==> src/rtl/mem_arb_if.sv <==
// Request/memory bundle between the two requesters, the memory and mem_arb.
// The master side is the environment; the slave side is the arbiter itself.
interface mem_arb_if #(
    parameter int AW = 9,
    parameter int DW = 16
);
    logic          req0, req1;
    logic [1:0]    cmd0, cmd1;
    logic [AW-1:0] addr0, addr1;
    logic [DW-1:0] wdata0, wdata1;
    logic [DW-1:0] rdata0, rdata1;
    logic          done0, done1;
    logic [1:0]    mem_cmd;
    logic [AW-1:0] mem_addr;
    logic [DW-1:0] mem_wdata;
    logic [DW-1:0] mem_rdata;
    logic [1:0]    gnt;
    logic          busy;

    modport slave (
        input  req0, req1, cmd0, cmd1, addr0, addr1, wdata0, wdata1, mem_rdata,
        output rdata0, rdata1, done0, done1, mem_cmd, mem_addr, mem_wdata, gnt, busy
    );

    modport master (
        output req0, req1, cmd0, cmd1, addr0, addr1, wdata0, wdata1, mem_rdata,
        input  rdata0, rdata1, done0, done1, mem_cmd, mem_addr, mem_wdata, gnt, busy
    );
endinterface

==> src/rtl/mem_arb.sv <==
// Two-port round-robin memory arbiter: one transaction at a time through
// IDLE->ACCESS->CAPTURE->DONE, ties broken against the previous owner.
module mem_arb_port #(
    parameter int DW = 16
) (
    input  logic          clk,
    input  logic          reset,
    input  logic          load,
    input  logic [DW-1:0] d,
    output logic [DW-1:0] q
);
    always_ff @(posedge clk) begin
        if (reset)     q <= '0;
        else if (load) q <= d;
    end
endmodule

module mem_arb #(
    parameter int AW = 9,
    parameter int DW = 16
) (
    input  logic     clk,
    input  logic     reset,
    mem_arb_if.slave bus
);
    localparam logic [1:0] CMD_RD   = 2'b11;
    localparam logic [1:0] CMD_WR   = 2'b01;
    localparam logic [1:0] CMD_NONE = 2'b00;

    typedef enum logic [1:0] {IDLE, ACCESS, CAPTURE, DONE} state_t;

    typedef struct packed {
        logic [1:0]    cmd;
        logic [AW-1:0] addr;
        logic [DW-1:0] wdata;
    } req_t;

    state_t          state;
    req_t [1:0]      port_req;
    req_t            lat;
    logic [1:0]      req_v;
    logic            win;
    logic            owner;
    logic            last_owner;
    logic [1:0]      mem_cmd_q;
    logic [1:0]      gnt_q;
    logic [1:0]      done_q;
    logic            busy_q;
    logic [1:0]      rd_load;
    logic [1:0][DW-1:0] rd_q;

    always_comb begin
        req_v             = {bus.req1, bus.req0};
        port_req[0].cmd   = bus.cmd0;
        port_req[0].addr  = bus.addr0;
        port_req[0].wdata = bus.wdata0;
        port_req[1].cmd   = bus.cmd1;
        port_req[1].addr  = bus.addr1;
        port_req[1].wdata = bus.wdata1;
    end

    // On a tie the port that did not win last time goes next.
    always_comb begin
        win = 1'b0;
        if (&req_v)        win = ~last_owner;
        else if (req_v[1]) win = 1'b1;
    end

    always_ff @(posedge clk) begin
        if (reset) begin
            state      <= IDLE;
            last_owner <= 1'b1;
            owner      <= 1'b0;
            lat        <= '0;
            mem_cmd_q  <= CMD_NONE;
            gnt_q      <= 2'b00;
            done_q     <= 2'b00;
            busy_q     <= 1'b0;
        end else begin
            done_q <= 2'b00;
            case (state)
                IDLE: begin
                    if (|req_v) begin
                        owner      <= win;
                        last_owner <= win;
                        lat        <= port_req[win];
                        mem_cmd_q  <= (port_req[win].cmd == CMD_RD || port_req[win].cmd == CMD_WR)
                                      ? port_req[win].cmd : CMD_NONE;
                        gnt_q      <= 2'b01 << win;
                        busy_q     <= 1'b1;
                        state      <= ACCESS;
                    end
                end
                ACCESS: begin
                    mem_cmd_q <= CMD_NONE;
                    state     <= CAPTURE;
                end
                CAPTURE: begin
                    done_q[owner] <= 1'b1;
                    state         <= DONE;
                end
                DONE: begin
                    gnt_q  <= 2'b00;
                    busy_q <= 1'b0;
                    state  <= IDLE;
                end
                default: state <= IDLE;
            endcase
        end
    end

    // Read data is valid in CAPTURE, one cycle after the read command.
    for (genvar i = 0; i < 2; i++) begin : g_port
        assign rd_load[i] = (state == CAPTURE) && (owner == 1'(i)) && (lat.cmd == CMD_RD);
        mem_arb_port #(.DW(DW)) u_port (
            .clk   (clk),
            .reset (reset),
            .load  (rd_load[i]),
            .d     (bus.mem_rdata),
            .q     (rd_q[i])
        );
    end

    assign bus.rdata0    = rd_q[0];
    assign bus.rdata1    = rd_q[1];
    assign bus.done0     = done_q[0];
    assign bus.done1     = done_q[1];
    assign bus.mem_cmd   = mem_cmd_q;
    assign bus.mem_addr  = lat.addr;
    assign bus.mem_wdata = lat.wdata;
    assign bus.gnt       = gnt_q;
    assign bus.busy      = busy_q;
endmodule

==> src/flat_wrapper.sv <==
// flat-port wrapper written by rule: the top's interface ports become plain ports
module mem_arb_flat 
#(
    parameter int AW = 9,
    parameter int DW = 16
)
  (clk, reset, bus_req0, bus_req1, bus_cmd0, bus_cmd1, bus_addr0, bus_addr1, bus_wdata0, bus_wdata1, bus_mem_rdata, bus_rdata0, bus_rdata1, bus_done0, bus_done1, bus_mem_cmd, bus_mem_addr, bus_mem_wdata, bus_gnt, bus_busy);
  mem_arb_if #(.AW(AW), .DW(DW)) bus_i ();
  input  logic clk;
  input  logic reset;
  input wire logic [$bits(bus_i.req0)-1:0] bus_req0;
  input wire logic [$bits(bus_i.req1)-1:0] bus_req1;
  input wire logic [$bits(bus_i.cmd0)-1:0] bus_cmd0;
  input wire logic [$bits(bus_i.cmd1)-1:0] bus_cmd1;
  input wire logic [$bits(bus_i.addr0)-1:0] bus_addr0;
  input wire logic [$bits(bus_i.addr1)-1:0] bus_addr1;
  input wire logic [$bits(bus_i.wdata0)-1:0] bus_wdata0;
  input wire logic [$bits(bus_i.wdata1)-1:0] bus_wdata1;
  input wire logic [$bits(bus_i.mem_rdata)-1:0] bus_mem_rdata;
  output wire logic [$bits(bus_i.rdata0)-1:0] bus_rdata0;
  output wire logic [$bits(bus_i.rdata1)-1:0] bus_rdata1;
  output wire logic [$bits(bus_i.done0)-1:0] bus_done0;
  output wire logic [$bits(bus_i.done1)-1:0] bus_done1;
  output wire logic [$bits(bus_i.mem_cmd)-1:0] bus_mem_cmd;
  output wire logic [$bits(bus_i.mem_addr)-1:0] bus_mem_addr;
  output wire logic [$bits(bus_i.mem_wdata)-1:0] bus_mem_wdata;
  output wire logic [$bits(bus_i.gnt)-1:0] bus_gnt;
  output wire logic [$bits(bus_i.busy)-1:0] bus_busy;
  assign bus_i.req0 = bus_req0;
  assign bus_i.req1 = bus_req1;
  assign bus_i.cmd0 = bus_cmd0;
  assign bus_i.cmd1 = bus_cmd1;
  assign bus_i.addr0 = bus_addr0;
  assign bus_i.addr1 = bus_addr1;
  assign bus_i.wdata0 = bus_wdata0;
  assign bus_i.wdata1 = bus_wdata1;
  assign bus_i.mem_rdata = bus_mem_rdata;
  assign bus_rdata0 = bus_i.rdata0;
  assign bus_rdata1 = bus_i.rdata1;
  assign bus_done0 = bus_i.done0;
  assign bus_done1 = bus_i.done1;
  assign bus_mem_cmd = bus_i.mem_cmd;
  assign bus_mem_addr = bus_i.mem_addr;
  assign bus_mem_wdata = bus_i.mem_wdata;
  assign bus_gnt = bus_i.gnt;
  assign bus_busy = bus_i.busy;
  mem_arb #(.AW(AW), .DW(DW)) u_core (.clk(clk), .reset(reset), .bus(bus_i));
endmodule
==> config.mk <==
export PLATFORM = sky130hd
export DESIGN_NAME = mem_arb_flat
export DESIGN_NICKNAME = d
export VERILOG_FILES = /design/src/rtl/mem_arb_if.sv /design/src/rtl/mem_arb.sv /design/src/flat_wrapper.sv
export SDC_FILE = /design/constraint.sdc
export NUM_CORES = 1
export LEC_CHECK = 0
export CORE_MARGIN = 2
export CORE_UTILIZATION = 42
export CTS_CLUSTER_SIZE = 25
export DETAILED_ROUTE_END_ITERATION = 8
export PLACE_DENSITY = 0.8
export SLEW_MARGIN = 20
export SYNTH_ARGS = -nofsm -noshare
export SYNTH_HDL_FRONTEND = slang
export SYNTH_HIERARCHICAL = 1
export SYNTH_SLANG_ARGS = --single-unit
==> constraint.sdc <==
create_clock -name clk -period 1.9 [get_ports clk]
set_clock_uncertainty 0.2 [all_clocks]
set_input_delay 0.19 -clock clk [delete_from_list [all_inputs] [get_ports clk]]
set_output_delay 0.19 -clock clk [all_outputs]
set_load 0.01 [all_outputs]
After elaboration in Yosys (flattened, before gate mapping):

Index checks and enable logic that the tools add are counted.

* output and inout port bits: 64
* word-level logic and storage cells: 56
* flip-flop bits (word level): 70
* input port bits: 74

* mux-type cells: 15
* equality and inequality tests: 7
* bitwise gates (word level): 3
* $lt $le $gt $ge: 3
* reduce and logical (&&, ||, !) cells: 15
* shift-type cells: 1

Operators by type and width (number)
* 27-bit two-way mux: 2
* 2-bit == test (second input constant): 4
* 2-bit two-way mux: 4
* 2-bit one-hot mux with 2 select lines: 2
* 2-bit one-hot mux with 4 select lines: 1
* 2-bit AND reduction: 4
* 1-bit logical AND: 5
* 2-bit by 1-bit == test with 1-bit output (second input constant): 2
* 1-bit by 2-bit < comparator with 1-bit output (second input constant): 2
* 1-bit two-way mux: 4
* 2-bit nonzero test: 2
* 2-bit OR reduction: 2
* 1-bit inverter: 3
* 2-bit logical NOT: 1
* 2-bit by 1-bit inequality test with 1-bit output (second input constant): 1
* 1-bit one-hot mux with 2 select lines: 1
* 1-bit by 1-bit left shift with 2-bit output (first input constant): 1
* 1-bit demux with 1-bit select: 1
* 1-bit greater-or-equal comparator (second input constant): 1
* 1-bit logical OR: 1

Depth between registers and ports, before layout:

Gate-level depths: netlist of run 1.

* depth after elaboration: 9
* depth in mapped cells: 8
* mapped depth without buffers: 6

Hierarchy:

The synthesis of run 1 kept the hierarchy.

Modules (own cells, without submodules)
* mem_arb: instances 1, area an instance 1953.1 um^2, cells an instance 207, sequential area each 760.7 um^2
* mem_arb_port: instances 2, area an instance 580.6 um^2, cells an instance 52, sequential area each 320.3 um^2

Worst setup path after synthesis of run 1:

Ideal clock, no wire load.

* kind: register -> register
* start: register u_core.state[0]
* end: register u_core.mem_cmd_q[0], in the netlist u_core/bus.mem_cmd[0]
* arrival: 1.348 ns
* buffers on the path: 0
* setup time: 0.071 ns
* data required time: 1.629 ns
* clock period less this slack: 1.619 ns
* stages on the path, launching flop included: 7
* slack: 0.281 ns
* cell sequence: dfxtp_1 inv_1 ha_1 or3b_2 o21ai_0 nand2_1 a21oi_1

* word-level cells in the longest chain between the ends: 3
* elaborated cells between the ends (all ways): 6
* those cells by class: eq/ne (2); mux (1); reduce/logical (3)

RTL lines
* start: declaration: RTL line mem_arb.sv:38 `state_t state;`
* start signal: assignment: RTL line mem_arb.sv:71 `state <= IDLE;`
* start signal: assignment: RTL line mem_arb.sv:91 `state <= ACCESS;`
* start signal: assignment: RTL line mem_arb.sv:96 `state <= CAPTURE;`
* 2-bit by 1-bit == test with 1-bit output or 2-bit logical NOT (tied branches): RTL line mem_arb.sv:81 `case (state)`
* 2-bit nonzero test (no source line) or 2-bit by 1-bit inequality test with 1-bit output (tied branches)
* 2-bit AND reduction (no source line)
* end signal: assignment: RTL line mem_arb.sv:87 `mem_cmd_q <= (port_req[win].cmd == CMD_RD || port_req[win].cmd == CMD_WR)`
* end: declaration: RTL line mem_arb.sv:45 `logic [1:0] mem_cmd_q;`

Several ways; a longest one is shown, not always the timed one.
A chain may end at the register's enable or synchronous reset.

Worst setup path in the final report of run 1:

* start: register u_core.state[0]
* end: register u_core.gnt_q[1], in the netlist u_core/bus.gnt[1]

* word-level cells in the longest chain between the ends: 3
* elaborated cells between the ends (all ways): 6
* those cells by class: eq/ne (2); mux (1); reduce/logical (3)

RTL lines
* 2-bit == test or 2-bit logical NOT (tied branches): RTL line mem_arb.sv:81
* 2-bit nonzero test (no source line) or 2-bit by 1-bit inequality test with 1-bit output (tied branches)
* 2-bit AND reduction (no source line)
* end signal: assignment: RTL line mem_arb.sv:89 `gnt_q <= 2'b01 << win;`
* end: declaration: RTL line mem_arb.sv:46 `logic [1:0] gnt_q;`

Several ways; a longest one is shown, not always the timed one.

==> results of run 1 <==
[synth_stat cells]
master,instances
a211oi_1,26
a21boi_2,1
a21oi_1,6
a22oi_1,2
a31oi_1,1
a32oi_1,1
and2_1,1
and3_1,1
buf_1,2
buf_12,4
buf_2,5
buf_4,25
buf_6,5
clkbuf_1,2
clkbuf_4,1
clkbuf_8,2
dfxtp_1,70
dlymetal6s2s_1,1
ha_1,4
inv_1,3
mux2_2,1
mux2i_1,57
nand2_1,4
nand3_1,1
nor2_1,69
nor2b_1,2
nor3_1,2
nor3b_1,2
o211ai_1,1
o21a_1,1
o21ai_0,5
or2_2,1
or2b_1,1
or3b_2,1
[per-layer routing]
metal | vias up | global-route usage [%]
met5 | - | 0
met4 | 0 | 5.77
met1 | 1105 | 21.8
met2 | 109 | 29.8
li1 | 1268 | -
met3 | 10 | 8.30
[per-stage QoR]
step | cells | setup TNS, ns | worst slack [ns] | hold slack [ns]
global route | 527 | 0 | 0.000679 | 0.150
detailed placement | 511 | -0.00922 | -0.00922 | 0.253
global placement | 511 | 0 | 0.0388 | 0.248
floorplan | 311 | 0 | 0.281 | 0.137
CTS | 527 | 0 | 0.0979 | 0.125
finish | 527 | 0 | 0.0995 | 0.137
[cell usage in the layout (no fill, tap or decap)]
| master | Yosys | layout |
|---|---|---|
| buf_12 | 4 | 5 |
| ha_1 | 4 | 2 |
| a211oi_1 | 26 | 26 |
| mux2_2 | 1 | 1 |
| mux2i_1 | 57 | 57 |
| buf_2 | 5 | 1 |
| nor3b_1 | 2 | 2 |
| o211ai_1 | 1 | 1 |
| and3_1 | 1 | 1 |
| a32oi_1 | 1 | 1 |
| clkinvlp_4 | 0 | 2 |
| or2_2 | 1 | 1 |
| dfxtp_1 | 70 | 70 |
| a21boi_4 | 0 | 1 |
| a21oi_1 | 6 | 6 |
| nand2_1 | 4 | 4 |
| nor3_1 | 2 | 2 |
| clkinv_4 | 0 | 1 |
| nor2b_1 | 2 | 2 |
| clkinv_2 | 0 | 2 |
| inv_1 | 3 | 3 |
| and2_1 | 1 | 1 |
| nor2_2 | 0 | 2 |
| or3b_2 | 1 | 1 |
| o21ai_0 | 5 | 5 |
| ha_2 | 0 | 2 |
| o21a_1 | 1 | 1 |
| a31oi_1 | 1 | 1 |
| clkbuf_8 | 2 | 11 |
| nand3_1 | 1 | 1 |
| clkdlybuf4s50_1 | 0 | 136 |
| a22oi_1 | 2 | 2 |
| nor2_1 | 69 | 67 |
| buf_4 | 25 | 6 |
| or2b_1 | 1 | 1 |
[cells by family after synthesis]
logic type	count (synthesis)	synth area share [%]
multiplexers	58	18.7
AO/OA/AOI/OAI	44	9.84
buffers and inverters	50	13.6
AND/OR/NAND/NOR	85	11.3
flip-flops	70	45.0
adder cells (fa/ha/maj)	4	1.61
[critical path, cell delays in order, from the launching register on]
cell and delay, ns:
dfxtp_1 0.35, inv_1 0.09, ha_2 0.22, or3b_2 0.50, o21ai_0 0.14, a22oi_1 0.13, nor2_1 0.10
[state kept, by name (all words and copies together), names as in the netlist]
name,cells
u_core/state,2
u_core/bus.busy,1
u_core/done_q,2
u_core/bus.gnt,2
u_core/last_owner,1
u_core/bus.mem_addr,9
u_core/owner,1
u_core/lat,2
u_core/bus.mem_cmd,2
u_core/g_port.u_port/q,32
u_core/bus.mem_wdata,16
[final cells by class]
type	count	area (µm²)
clock inverters	5	33.8
well taps	99	124
clock buffers	11	151
multi-input cells	191	1310
inverters	3	11.3
fillers	591	2670
flip-flops and latches	70	1400
repair buffers	148	1510
[worst max-delay path by stage]
stage                            startpoint                                         to  slack [ns]  depth (start not counted)
4_1_cts        u_core/state[0]$_SDFFE_PP0P_             u_core/bus.gnt[1]$_SDFFE_PP0P_         0.1                          6
5_1_grt        u_core/state[0]$_SDFFE_PP0P_  u_core/g_port[0].u_port/q[8]$_SDFFE_PP0P_      0.0007                          7
3_3_place_gp                       bus_req0         u_core/bus.mem_cmd[0]$_SDFFE_PP0P_        0.04                          5
2_1_floorplan  u_core/state[0]$_SDFFE_PP0P_         u_core/bus.mem_cmd[0]$_SDFFE_PP0P_        0.28                          6
6_report       u_core/state[0]$_SDFFE_PP0P_             u_core/bus.gnt[1]$_SDFFE_PP0P_         0.1                          6
3_5_place_dp                       bus_req0        u_core/bus.mem_addr[0]$_SDFFE_PP0P_      -0.009                          5
[power by group through the flow]
stage	logic [µW]	clock network (µW)	registers [µW]
after floorplan	1210	0	1900
after global placement	1690	0	1910
after detailed placement	1710	0	1910
after CTS	1720	1120	1880
after global routing	1890	1190	1920
final	1710	1090	1880
==> flow_metrics.py, run 1 <==
metrics = {
    "power_and_ir_drop": {
        "vdd_drop_max_mv": 0.742,
        "switching_share_pct": 32.0,
        "powerDensity_mw_per_mm2": 1030,
        "p_total_uw": 4690,
        "clkPwrFrac_pct": 23.3,
        "power_frac_comb_pct": 36.5,
        "net-switching-power_uw": 1500,
        "share_seq_of_total_power_pct": 40.2,
        "cellInternalPower_uw": 3190,
        "p_leak_uw": 0.00164,
    },
    "global_routing": {
        "grtUsageTotal_pct": 18.4,
        "antenna_found_initial": 0,
        "grt_max_degree": 52,
        "grt.overflow.total": 0,
        "grt_pass1_wl_um": 12000,
        "grt_pass1_vias": 2529,
    },
    "final_layout": {
        "num_antenna_cells": 0,
        "finish.instance_area_mm2": 0.00454,
        "area_growth_pct": 45.8,
        "post-route-util_pct": 62.9,
        "drive_gt1_share_pct": 8.41,
        "final_nets": 501,
    },
    "worst_setup_path": {
        "required_ns": 1.97,
        "cp_data_arrival_time_ns": 1.87,
        "endpoint_kind": "flip-flop",
        "r2r-start": "u_core/state[0]$_SDFFE_PP0P_",
        "timing.rr.end": "u_core/bus.gnt[1]$_SDFFE_PP0P_",
        "r2r_slack_ns": 0.1,
        "reg2reg_depth": 6,
        "worstSetupPathType": "flip-flop to flip-flop",
        "start_kind": "flip-flop",
        "crit_fanout": 5,
    },
    "detailed_routing": {
        "top_layer_used": "met4",
        "drt-met1-wl_um": 3170,
        "wire_per_inst_um": 13.7,
        "drtIter0Drc": 62,
        "antenna_left": 0,
        "drt-total-wl_um": 7220,
        "vias_per_cell": 4.73,
        "via_count": 2492,
        "drc": 0,
        "dr.pass1.iters": 4,
        "wl_met2_um": 3300,
        "route.met3.wl_um": 654,
    },
    "timing": {
        "slew_violations": 0,
        "hold_violations": 0,
        "min_period_ns": 1.80,
        "fmax_mhz": 555,
        "rsz0062_at_grt": "no",
        "max_slew_margin_pct": 61.8,
        "tightest_slew_ns": 0.573,
        "setup-violations-final": 0,
        "fin_crit_sh_pct": 94.8,
    },
    "clock_network": {
        "cts_made_buffers": 9,
        "clockBufferDepth": 2,
        "post_cts_buffers": 0,
        "tritoncts": "done",
        "ctsResizeCount": 0,
        "cts_max_level": 3,
        "clk_pin_slew_ns": 0.08,
        "cts_sinks": 70,
        "postCtsHoldBufs": 0,
        "clk_latency_ns": 0.33,
        "cts-root-buf": "clkbuf_8",
    },
    "logic_synthesis": {
        "yosys_warnings": 6,
        "ys_ff_latch": 70,
        "syn_area_mm2": 0.00311,
        "synth_nets": 389,
        "seq_area_frac_synth_pct": 45.0,
        "syn_area_per_cell_um2": 10.0,
        "yosysTopAreaCellShare_pct": 45.0,
        "syn_inst": 311,
        "synthTopCellsByArea": "dfxtp_1, mux2i_1, nor2_1",
        "yosysTopAreaCell": "dfxtp_1",
        "ys_types": 34,
    },
    "die": {
        "start_util_pct": 43.2,
        "ioPinCount": 138,
        "fp-row-count": 31,
        "die_x_um": 90.1,
        "core_mm2": 0.00721,
        "die_h_um": 90.1,
        "die_area_mm2": 0.00812,
    },
    "run_status": {
        "status": "finished clean",
    },
    "hold_path": {
        "holdPathEnd": "u_core/owner$_SDFFE_PP0P_",
        "min_path_cells": 2,
        "min_path_type": "primary input to flip-flop",
        "hold_start": "reset",
    },
    "job": {
        "drv_cap": 0,
    },
    "place": {
        "dpl.hpwl_um": 5410,
        "portBuffers": 137,
        "gp_congestion": 0.799,
        "place_area_mm2": 0.00435,
    },
}
Note: power is estimated with default switching activity, not from simulation.
==> inputs of run 2 (changes only) <==
--- a/config.mk
+++ b/config.mk
@@ -5,6 +5,7 @@
 export SDC_FILE = /design/constraint.sdc
 export NUM_CORES = 1
 export LEC_CHECK = 0
+export ABC_AREA = 1
 export CORE_MARGIN = 2
 export CORE_UTILIZATION = 42
 export CTS_CLUSTER_SIZE = 25
==> run 2 against run 1 <==
  * Fmax is 2.8% higher
  * Sequential cell count stayed put
  * Synthesized area is 3.1% higher
  * Combinational power hardly changed
  * Final cell count is 24% higher
  * Routed wire length is 8.0% higher
  * Clock power is 12% higher
  * Critical path depth is 1 higher
  * Largest cell class unchanged
==> flow_metrics.py, run 2 <==
metrics = {
    "clock_network": {
        "post_cts_buffers": 0,
        "clockBufferDepth": 2,
        "postCtsHoldBufs": 0,
        "cts_sinks": 70,
        "cts_max_level": 3,
        "clk_pin_slew_ns": 0.07,
        "ctsResizeCount": 0,
        "tritoncts": "done",
        "cts-root-buf": "clkbuf_8",
        "clk_latency_ns": 0.33,
        "cts_made_buffers": 9,
    },
    "worst_setup_path": {
        "cp_slowest_stage_delay_ns": 0.35,
        "required_ns": 1.96,
        "worstSetupPathType": "flip-flop to flip-flop",
        "endpoint_kind": "flip-flop",
        "start_kind": "flip-flop",
        "cp_data_arrival_time_ns": 1.81,
        "path_cells": "inv_1 > ha_1 > inv_2 > nor2_4 > buf_12 > o21ai_0 > a31oi_1",
        "crit_fanout": 48,
        "crit_slowest_cell": "dfxtp_1",
    },
    "place": {
        "pre_cts_ws_ns": 0.0839,
        "gp_congestion": 0.787,
        "place_area_mm2": 0.00444,
        "place_inst": 641,
        "dpl.hpwl_um": 5730,
        "portBuffers": 137,
    },
    "logic_synthesis": {
        "synthTopCellsByArea": "dfxtp_1, nand2_1, nor2_1",
        "synth.most_common_cell": "nand2_1",
        "synth-xor-area-share_pct": 0,
        "ys_top_cells_by_count": "nand2_1, dfxtp_1, nor2_1, inv_1, buf_4",
        "seq_area_frac_synth_pct": 43.7,
        "yosysTopAreaCell": "dfxtp_1",
        "synth_top_family_by_area": "simple AND/OR/NAND/NOR gates",
        "syn_inst": 445,
        "synth_nets": 523,
        "synth_top_flop_cell": "dfxtp_1",
        "ys_ff_latch": 70,
        "ys_async_sr_fraction_pct": 0,
        "synth_fa_ha_area_share_pct": 1.56,
        "synth-simple-area-share_pct": 26.1,
        "syn_area_per_cell_um2": 7.21,
        "synth_compound_gate_area_share_pct": 11.4,
        "yosysTopAreaCellShare_pct": 43.7,
        "synthMuxAreaShare_pct": 0,
        "synth_edf_count": 0,
        "syn_area_mm2": 0.00321,
        "ys_types": 25,
        "yosys_warnings": 6,
    },
    "die": {
        "ioPinCount": 138,
        "core_mm2": 0.00733,
        "fp-row-count": 31,
        "die_x_um": 91.4,
        "die_area_mm2": 0.00836,
        "die_h_um": 91.4,
        "start_util_pct": 43.8,
    },
    "timing": {
        "min_period_ns": 1.75,
        "slew_violations": 0,
        "max_slew_margin_pct": 67.0,
        "setup_slack_ns": 0.149,
        "hold_violations": 0,
        "fin_crit_sh_pct": 92.2,
        "fin_setup_tns_ns": 0,
        "fmax_mhz": 571,
        "rsz0062_at_grt": "no",
        "tightest_slew_ns": 0.495,
        "setup-violations-final": 0,
    },
    "final_layout": {
        "final_cell_mix": "clkdlybuf4s50_1, nand2_1, dfxtp_1",
        "final_nets": 631,
        "regArea_mm2": 0.00140,
        "drive_gt1_share_pct": 6.82,
        "finish.instance_area_mm2": 0.00465,
        "area_growth_pct": 45.0,
        "layout_commonest_cell": "clkdlybuf4s50_1",
        "multi_input_area_mm2": 0.00127,
        "fill_cells": 631,
        "top_register": "u_core/g_port.u_port/q",
        "post-route-util_pct": 63.5,
        "largest_reg_flops": 32,
        "num_antenna_cells": 0,
        "instances_no_fill": 656,
    },
    "detailed_routing": {
        "wire_per_inst_um": 11.9,
        "drc": 0,
        "vias_per_cell": 4.60,
        "drt-total-wl_um": 7800,
        "dr.pass1.iters": 4,
        "via_count": 3017,
        "antenna_left": 0,
        "drtIter0Drc": 124,
    },
    "power_and_ir_drop": {
        "powerDensity_mw_per_mm2": 1030,
        "p_leak_uw": 0.00195,
        "vdd_drop_max_mv": 0.616,
    },
    "global_routing": {
        "grt.overflow.total": 0,
        "grtUsageTotal_pct": 18.5,
        "grt_pass1_vias": 2783,
        "antenna_found_initial": 0,
        "grt_max_degree": 49,
        "grt_pass1_wl_um": 12600,
    },
    "job": {
        "drv_cap": 0,
    },
    "hold_path": {
        "min_path_type": "primary input to flip-flop",
    },
    "run_status": {
        "status": "finished clean",
    },
}
run 2: per-stage QoR:
step	power (µW)	hold WS [ns]
floorplan	3050	0.142
global placement	3560	0.257
detailed placement	3590	0.259
CTS	4840	0.204
global route	5070	0.220
finish	4800	0.222
run 2: cell type report:
type                            count  share of cell area (%)
Timing Repair Buffer              145                    31.6
Sequential cell                    70                    30.1
Multi-Input combinational cell    278                    27.2
Inverter                           49                    3.95
Clock buffer                       12                    3.55
Tap cell                           99                    2.66
Clock inverter                      3                   0.914
run 2: worst max-delay path, delay by kind of cell, from the launching register on:
| family | cells | cell delay [ns] |
|---|---|---|
| fa+ha+maj | 1 | 0.27 |
| compound gates | 2 | 0.27 |
| simple gates | 1 | 0.17 |
| buf+inv | 3 | 0.40 |
| flops | 1 | 0.35 |
run 2: path summary, 6_finish.rpt:
path / to / depth (start not counted) / start / slack (ns)
max: u_core/bus.mem_addr[2]$_SDFFE_PP0P_ / 7 / u_core/state[0]$_SDFFE_PP0P_ / 0.15
min: u_core/bus.mem_wdata[0]$_SDFFE_PP0P_ / 3 / bus_wdata0[0] / 0.22
max reg2reg: u_core/bus.mem_addr[2]$_SDFFE_PP0P_ / 7 / u_core/state[0]$_SDFFE_PP0P_ / 0.15
min reg2reg: u_core/bus.busy$_SDFFE_PP0P_ / 2 / u_core/bus.busy$_SDFFE_PP0P_ / 0.27
run 2: kinds of logic (layout without fill, tap and decap cells):
kind of cell | Yosys count | after routing
simple gates | 210 | 210
flops | 70 | 70
compound gates | 64 | 64
buf+inv | 97 | 209
fa+ha+maj | 4 | 4
run 2: power by group:
| part | internal [µW] | total (µW) | leakage, µW | switching [µW] |
|---|---|---|---|---|
| clock | 704 | 1220 | 0.000104 | 520 |
| combinational | 837 | 1680 | 0.00127 | 842 |
| sequential | 1750 | 1900 | 0.000572 | 149 |
run 2: routing by layer:
layer  global-route usage, %  routed length, µm
met3                    5.15                538
met4                    9.09                155
met1                    21.6               3350
met2                    31.0               3750
met5                       0                  0
